## config.mk

```make
export PLATFORM = sky130hd
export DESIGN_NAME = iter_div
export DESIGN_NICKNAME = d
export VERILOG_FILES = /design/src/rtl/iter_div_pkg.sv /design/src/rtl/iter_div_lzc.sv /design/src/rtl/iter_div.sv
export SDC_FILE = /design/constraint.sdc
export NUM_CORES = 1
export LEC_CHECK = 0
export ABC_AREA = 1
export BUFFER_PORTS_ARGS = -buffer_cell sky130_fd_sc_hd__buf_4
export CORE_ASPECT_RATIO = 1.2
export CORE_MARGIN = 5
export CORE_UTILIZATION = 60
export DETAILED_ROUTE_END_ITERATION = 7
export GPL_ROUTABILITY_DRIVEN = 0
export PLACE_DENSITY_LB_ADDON = 0.05
export SLEW_MARGIN = 5
export SYNTH_ARGS = -nofsm -noshare
export SYNTH_HDL_FRONTEND = slang
export SYNTH_SLANG_ARGS = --single-unit
export TNS_END_PERCENT = 20
```

## constraint.sdc

```tcl
create_clock -name clk -period 10 [get_ports clk]
set_clock_uncertainty 0.15 [all_clocks]
set_input_delay 1 -clock clk [delete_from_list [all_inputs] [get_ports clk]]
set_output_delay 1 -clock clk [all_outputs]
set_load 0.005 [all_outputs]
```

## src/rtl/iter_div_pkg.sv

```systemverilog
// iter_div_pkg -- shared types for the iterative divider.
//   div_state_t : divider control states (IDLE -> CALC -> DONE).
//   div_op_t    : Execute-side op select (signed/unsigned, quotient/remainder).
package iter_div_pkg;

  typedef enum logic [1:0] {
    IDLE = 2'd0,
    CALC = 2'd1,
    DONE = 2'd2
  } div_state_t;

  typedef enum logic [1:0] {
    Q  = 2'd0,  // signed quotient
    QU = 2'd1,  // unsigned quotient
    R  = 2'd2,  // signed remainder
    RU = 2'd3   // unsigned remainder
  } div_op_t;

endpackage

```

## src/rtl/iter_div_lzc.sv

```systemverilog
// iter_div_lzc -- leading-zero counter over WIDTH bits.
//   value : input vector
//   count : number of leading zeros (WIDTH when value == 0)
module iter_div_lzc #(
  parameter int WIDTH = 32
) (
  input  logic [WIDTH-1:0]             value,
  output logic [$clog2(WIDTH+1)-1:0]   count
);

  localparam int LW = $clog2(WIDTH + 1);

  // Scan from LSB upward so the highest set bit is the last to win.
  always_comb begin
    count = LW'(WIDTH);
    for (int i = 0; i < WIDTH; i++)
      if (value[i]) count = LW'(WIDTH - 1 - i);
  end

endmodule

```

## src/rtl/iter_div.sv

```systemverilog
// iter_div -- iterative restoring integer divider for Execute.
//   Retires STEPS quotient bits per CALC cycle; WIDTH must be a multiple
//   of STEPS. Optional early-out (skip leading zeros of |dividend|) is
//   enabled with `define DIV_EARLY_OUT_EN.
// Ports:
//   clk, rst_n          clock, async active-low reset
//   is_flush            abort current op, back to IDLE
//   is_stall            hold result in DONE
//   en                  start request (IDLE only)
//   is_signed           two's complement operands
//   dividend, divisor   operands
//   quotient, remainder registered results, valid while done=1
//   done, busy          result valid / state is CALC
module iter_div
  import iter_div_pkg::*;
#(
  parameter int WIDTH = 32,
  parameter int STEPS = 1
) (
  input  logic             clk,
  input  logic             rst_n,
  input  logic             is_flush,
  input  logic             is_stall,
  input  logic             en,
  input  logic             is_signed,
  input  logic [WIDTH-1:0] dividend,
  input  logic [WIDTH-1:0] divisor,
  output logic [WIDTH-1:0] quotient,
  output logic [WIDTH-1:0] remainder,
  output logic             done,
  output logic             busy
);

  localparam int NCYC = WIDTH / STEPS;
  localparam int CW   = $clog2(NCYC + 1);

  div_state_t       state_q, state_d;
  logic [CW-1:0]    cnt_q, load_cnt;
  logic [WIDTH-1:0] rem_q, quo_q, dvsr_q;
  logic [WIDTH-1:0] abs_a, abs_b, pre_a, r_w, q_w;
  logic [WIDTH:0]   trial;
  logic             q_sign, r_sign, sgn_a, sgn_b, div0, skip;

  assign sgn_a = is_signed & dividend[WIDTH-1];
  assign sgn_b = is_signed & divisor[WIDTH-1];
  assign abs_a = sgn_a ? -dividend : dividend;
  assign abs_b = sgn_b ? -divisor  : divisor;
  assign div0  = (divisor == '0);

`ifdef DIV_EARLY_OUT_EN
  logic [$clog2(WIDTH+1)-1:0] lz;
  int len, eo_cyc;

  iter_div_lzc #(.WIDTH(WIDTH)) u_lzc (.value(abs_a), .count(lz));

  // Skip is rounded down to whole cycles: the extra leading zeros just
  // produce zero quotient bits, so the result stays exact for any STEPS.
  always_comb begin
    len      = WIDTH - int'(lz);
    eo_cyc   = (len + STEPS - 1) / STEPS;
    load_cnt = CW'(eo_cyc);
    pre_a    = abs_a << (WIDTH - eo_cyc * STEPS);
    skip     = (len == 0);
  end
`else
  assign load_cnt = CW'(NCYC);
  assign pre_a    = abs_a;
  assign skip     = 1'b0;
`endif

  // STEPS shift-subtract steps on {rem, quo}. When the trial difference is
  // negative the shifted-in remainder is below the divisor, so its MSB was
  // zero and dropping it loses nothing.
  always_comb begin
    r_w   = rem_q;
    q_w   = quo_q;
    trial = '0;
    for (int s = 0; s < STEPS; s++) begin
      trial = {r_w, q_w[WIDTH-1]} - {1'b0, dvsr_q};
      if (!trial[WIDTH]) r_w = trial[WIDTH-1:0];
      else               r_w = {r_w[WIDTH-2:0], q_w[WIDTH-1]};
      q_w = {q_w[WIDTH-2:0], ~trial[WIDTH]};
    end
  end

  always_comb begin
    state_d = state_q;
    if (is_flush) state_d = IDLE;
    else begin
      case (state_q)
        IDLE:    if (en) state_d = (div0 || skip) ? DONE : CALC;
        CALC:    if (cnt_q == CW'(1)) state_d = DONE;
        DONE:    if (!is_stall) state_d = IDLE;
        default: state_d = IDLE;
      endcase
    end
  end

  always_ff @(posedge clk or negedge rst_n)
    if (!rst_n) state_q <= IDLE;
    else        state_q <= state_d;

  always_ff @(posedge clk or negedge rst_n) begin
    if (!rst_n) begin
      done      <= 1'b0;
      busy      <= 1'b0;
      quotient  <= '0;
      remainder <= '0;
      cnt_q     <= '0;
      rem_q     <= '0;
      quo_q     <= '0;
      dvsr_q    <= '0;
      q_sign    <= 1'b0;
      r_sign    <= 1'b0;
    end else begin
      done <= (state_d == DONE);
      busy <= (state_d == CALC);
      if (is_flush) cnt_q <= '0;
      else begin
        case (state_q)
          IDLE: if (en) begin
            dvsr_q <= abs_b;
            q_sign <= sgn_a ^ sgn_b;
            r_sign <= sgn_a;
            rem_q  <= '0;
            quo_q  <= pre_a;
            cnt_q  <= load_cnt;
            if (div0) begin
              quotient  <= '1;
              remainder <= dividend;
            end else if (skip) begin
              quotient  <= '0;
              remainder <= '0;
            end
          end
          CALC: begin
            rem_q <= r_w;
            quo_q <= q_w;
            cnt_q <= cnt_q - CW'(1);
            if (cnt_q == CW'(1)) begin
              quotient  <= q_sign ? -q_w : q_w;
              remainder <= r_sign ? -r_w : r_w;
            end
          end
          default: ;
        endcase
      end
    end
  end

endmodule

```

==> impl_metrics.env <==
export IMPL_met3_usage_pct=3.52
export IMPL_finalCriticalPeriod_ns=5.00
export IMPL_synth_seq_cells=172
export IMPL_dpl_hpwl_um=29800
export IMPL_power_leakage_nw=7.79
export IMPL_gr_total_overflow=0
export IMPL_ctsResizeCount=0
export IMPL_start_util_pct=60.6
export IMPL_core_area_um2=22300
export IMPL_avgSynthCellArea_um2=6.65
export IMPL_ys_async_sr_fraction_pct=100
export IMPL_cts_root_buf="clkbuf_16"
export IMPL_rows=60
export IMPL_hold_buffers=0
export IMPL_status="completed"
export IMPL_startpoint="quo_q[31]"
export IMPL_worst_path_dominant_cell_family="simple AND/OR/NAND/NOR gates"
export IMPL_clock_sinks=172
export IMPL_fmax_mhz=200
export IMPL_routed_wl_um=38900
export IMPL_ys_types=60
export IMPL_slew_headroom_pct=32.2
export IMPL_drv_slew=0
export IMPL_layout_commonest_cell="nand2_1"
export IMPL_synth_nets=2142
export IMPL_timing_critical_path_mode_cell="nand2_1"
export IMPL_cp_num_cells=27
export IMPL_cp_required_ns=10.15
export IMPL_grt_pass1_wl_um=63900
export IMPL_cp_endpoint="quotient[26]"
export IMPL_wl_per_cell_um=16.1
export IMPL_vias=13800
export IMPL_r2r_start="quo_q[31]"
export IMPL_path_clk_slew_ns=0.07
export IMPL_crit_buf_inv=4
export IMPL_grt_use_total_pct=30.3
export IMPL_final_instance_count_excl_fill=2419
export IMPL_grtUsageMet2_pct=53.1
export IMPL_seq_area_frac_synth_pct=31.9
export IMPL_hp_class="reg -> reg"
export IMPL_ir_drop_uv=154
export IMPL_rsz0062_at_grt="no"
export IMPL_p_per_area_nw_per_um2=331
export IMPL_port_buffers=135
export IMPL_design_area_um2=15200
export IMPL_antenna_cells=0
export IMPL_final_hold_viol_count=0
export IMPL_synth_ff_type="dfrtp_1"
export IMPL_crit_fanout=45
export IMPL_numCtsBuffers=17
export IMPL_antenna_found_initial=0
export IMPL_cp_start_kind="register"
export IMPL_die_h_um=174
export IMPL_slowest_delay_ns=0.40
export IMPL_final_seq_area_um2=4300
export IMPL_clkLatencyLatePin_ns=0.44
export IMPL_syn_area_um2=13500
export IMPL_dpl_instance_area_um2=14600
export IMPL_cts_tree="yes"
export IMPL_grt_max_degree=99
export IMPL_grt_pass1_vias=13300
export IMPL_syn_to_final_growth_pct=12.5
export IMPL_n_fill_cell=2023
export IMPL_yosys_warnings=0
export IMPL_io_pins=136
export IMPL_synth_cells=2033
export IMPL_reg2regPathDepth=27
export IMPL_layout_drive_gt1_share_pct=12.7
export IMPL_drc=0
export IMPL_firstDrtPassIters=7
export IMPL_final_cell_mix="nand2_1, inv_1, dfrtp_1, nor2_1, nand3_1"
export IMPL_endpoint_kind="register"
export IMPL_synth_edf_count=0
export IMPL_crit_arrival_ns=5.15
export IMPL_ctsHtreeMaxLevel=4
export IMPL_dp_cells=2387
export IMPL_vias_per_cell=5.71
export IMPL_first_iter_violations=1049
export IMPL_die_width_um=147
export IMPL_regToRegEndpoint="quotient[26]"
export IMPL_tightest_slew_ns=1.02
export IMPL_multi_input_area_um2=7820
export IMPL_top_usage_layer="met2"
export IMPL_layout_nets=2236
export IMPL_layout_worst_path_cycle_share_pct=50.0
export IMPL_die_area_um2=25600
export IMPL_post_cts_buffers=0
export IMPL_cts_path_max_buffers=2
export IMPL_antenna_left=0
export IMPL_use_met1_pct=37.2
export IMPL_drv_cap=0
export IMPL_slowest_stage="fa_1"
export IMPL_tns_ns=0
export IMPL_finalSetupViolCount=0
export IMPL_reg2reg_setup_slack_ns=5.00
export IMPL_worstSetupPathType="reg -> reg"
-- layout make-up --
class / instances / share of cell area [%]
clock buffers: 18 / 2.89
flip-flops and latches: 172 / 28.3
clock inverters: 14 / 1.01
multi-input cells: 1510 / 51.4
inverters: 283 / 6.99
repair buffers: 143 / 7.08
well taps: 279 / 2.30
-- power by group --
part | leakage (nW) | switching, W | internal [W]
Clock | 0.286 | 0.000316 | 0.000361
Combinational | 5.41 | 0.00213 | 0.00113
Sequential | 2.09 | 0.000183 | 0.000913
Total | 7.79 | 0.00263 | 0.00241
-- how the worst min path moves through the flow --
stage | endpoint | depth (start not counted) | startpoint | slack (ns)
6_report | dvsr_q[12] | 2 | dvsr_q[12] | 0.33
5_1_grt | dvsr_q[5] | 2 | dvsr_q[5] | 0.35
4_1_cts | dvsr_q[24] | 2 | dvsr_q[24] | 0.34
3_5_place_dp | quotient[25] | 2 | quotient[25] | 0.32
3_3_place_gp | dvsr_q[14] | 2 | dvsr_q[14] | 0.32
2_1_floorplan | dvsr_q[10] | 2 | dvsr_q[10] | 0.30
-- worst register-to-register path, cell delays in order, from the launching register on --
cell and delay (ns):
dfrtp_1 0.37, inv_1 0.06, ha_1 0.22, fa_1 0.40
inv_1 0.09, nand2_1 0.05, nand2_1 0.07, nand3_1 0.08
nand2_1 0.13, nand2_1 0.09, nand2_2 0.12, nand2_4 0.09
nand2_4 0.09, nand2_4 0.08, nand2_8 0.26, ha_1 0.24
inv_1 0.06, nor3_1 0.18, inv_1 0.09, nor3_1 0.34
nand4_1 0.23, nor4_2 0.35, nand3_1 0.26, nor2_1 0.19
nand2_1 0.08, o21ai_0 0.21, xor2_1 0.19, a2bb2oi_1 0.08
-- state kept, by name, summed over array words and instances (netlist names), 2 cells and up --
| register | cells |
|---|---|
| cnt_q | 6 |
| dvsr_q | 32 |
| quo_q | 32 |
| quotient | 32 |
| rem_q | 32 |
| remainder | 32 |
| state_q | 2 |
-- cells by family after synthesis --
| family | Yosys count | share of synthesized area (%) |
|---|---|---|
| fa+ha+maj | 39 | 3.67 |
| simple gates | 1055 | 34.4 |
| xor+xnor | 55 | 3.57 |
| buf+inv | 351 | 10.4 |
| compound gates | 361 | 16.1 |
| flops | 172 | 31.9 |
-- Yosys cell counts (9+ instances only) --
library cell / instances / area [um^2]
nor2_1: 173 / 649
nand3_1: 159 / 796
o22ai_1: 36 / 225
o21ai_0: 134 / 671
clkbuf_1: 48 / 180
xor2_1: 32 / 280
a21oi_1: 87 / 435
inv_1: 272 / 1020
o211ai_1: 15 / 113
dfrtp_1: 172 / 4300
inv_2: 9 / 33.8
nand2_2: 33 / 206
ha_1: 38 / 475
nor3_1: 34 / 170
nand2_1: 570 / 2140
o21a_1: 9 / 67.6
xnor2_1: 23 / 201
a2bb2oi_1: 18 / 158
o31ai_1: 9 / 67.6
or2_2: 12 / 75.1
nand4_1: 27 / 169
-- per-layer routing --
layer | up-vias | part of all wire (%)
met1 | 6353 | 41
met2 | 514 | 49
met5 | - | 0
met4 | 0 | 4.2
met3 | 98 | 6.0
li1 | 6847 | -
-- stage by stage --
| step | worst slack, ns | hold WS [ns] | util (%) | total power, W |
|---|---|---|---|---|
| final | 5.00 | 0.333 | 68.2 | 0.00503 |
| after global routing | 4.62 | 0.354 | 68.2 | 0.00549 |
| after CTS | 5.06 | 0.340 | 68.2 | 0.00500 |
| after detailed placement | 5.08 | 0.321 | 65.5 | 0.00431 |
| after global placement | 5.21 | 0.315 | 65.5 | 0.00423 |
| after floorplan | 5.73 | 0.303 | - | 0.00351 |
Note: power is estimated with default switching activity, not from simulation.
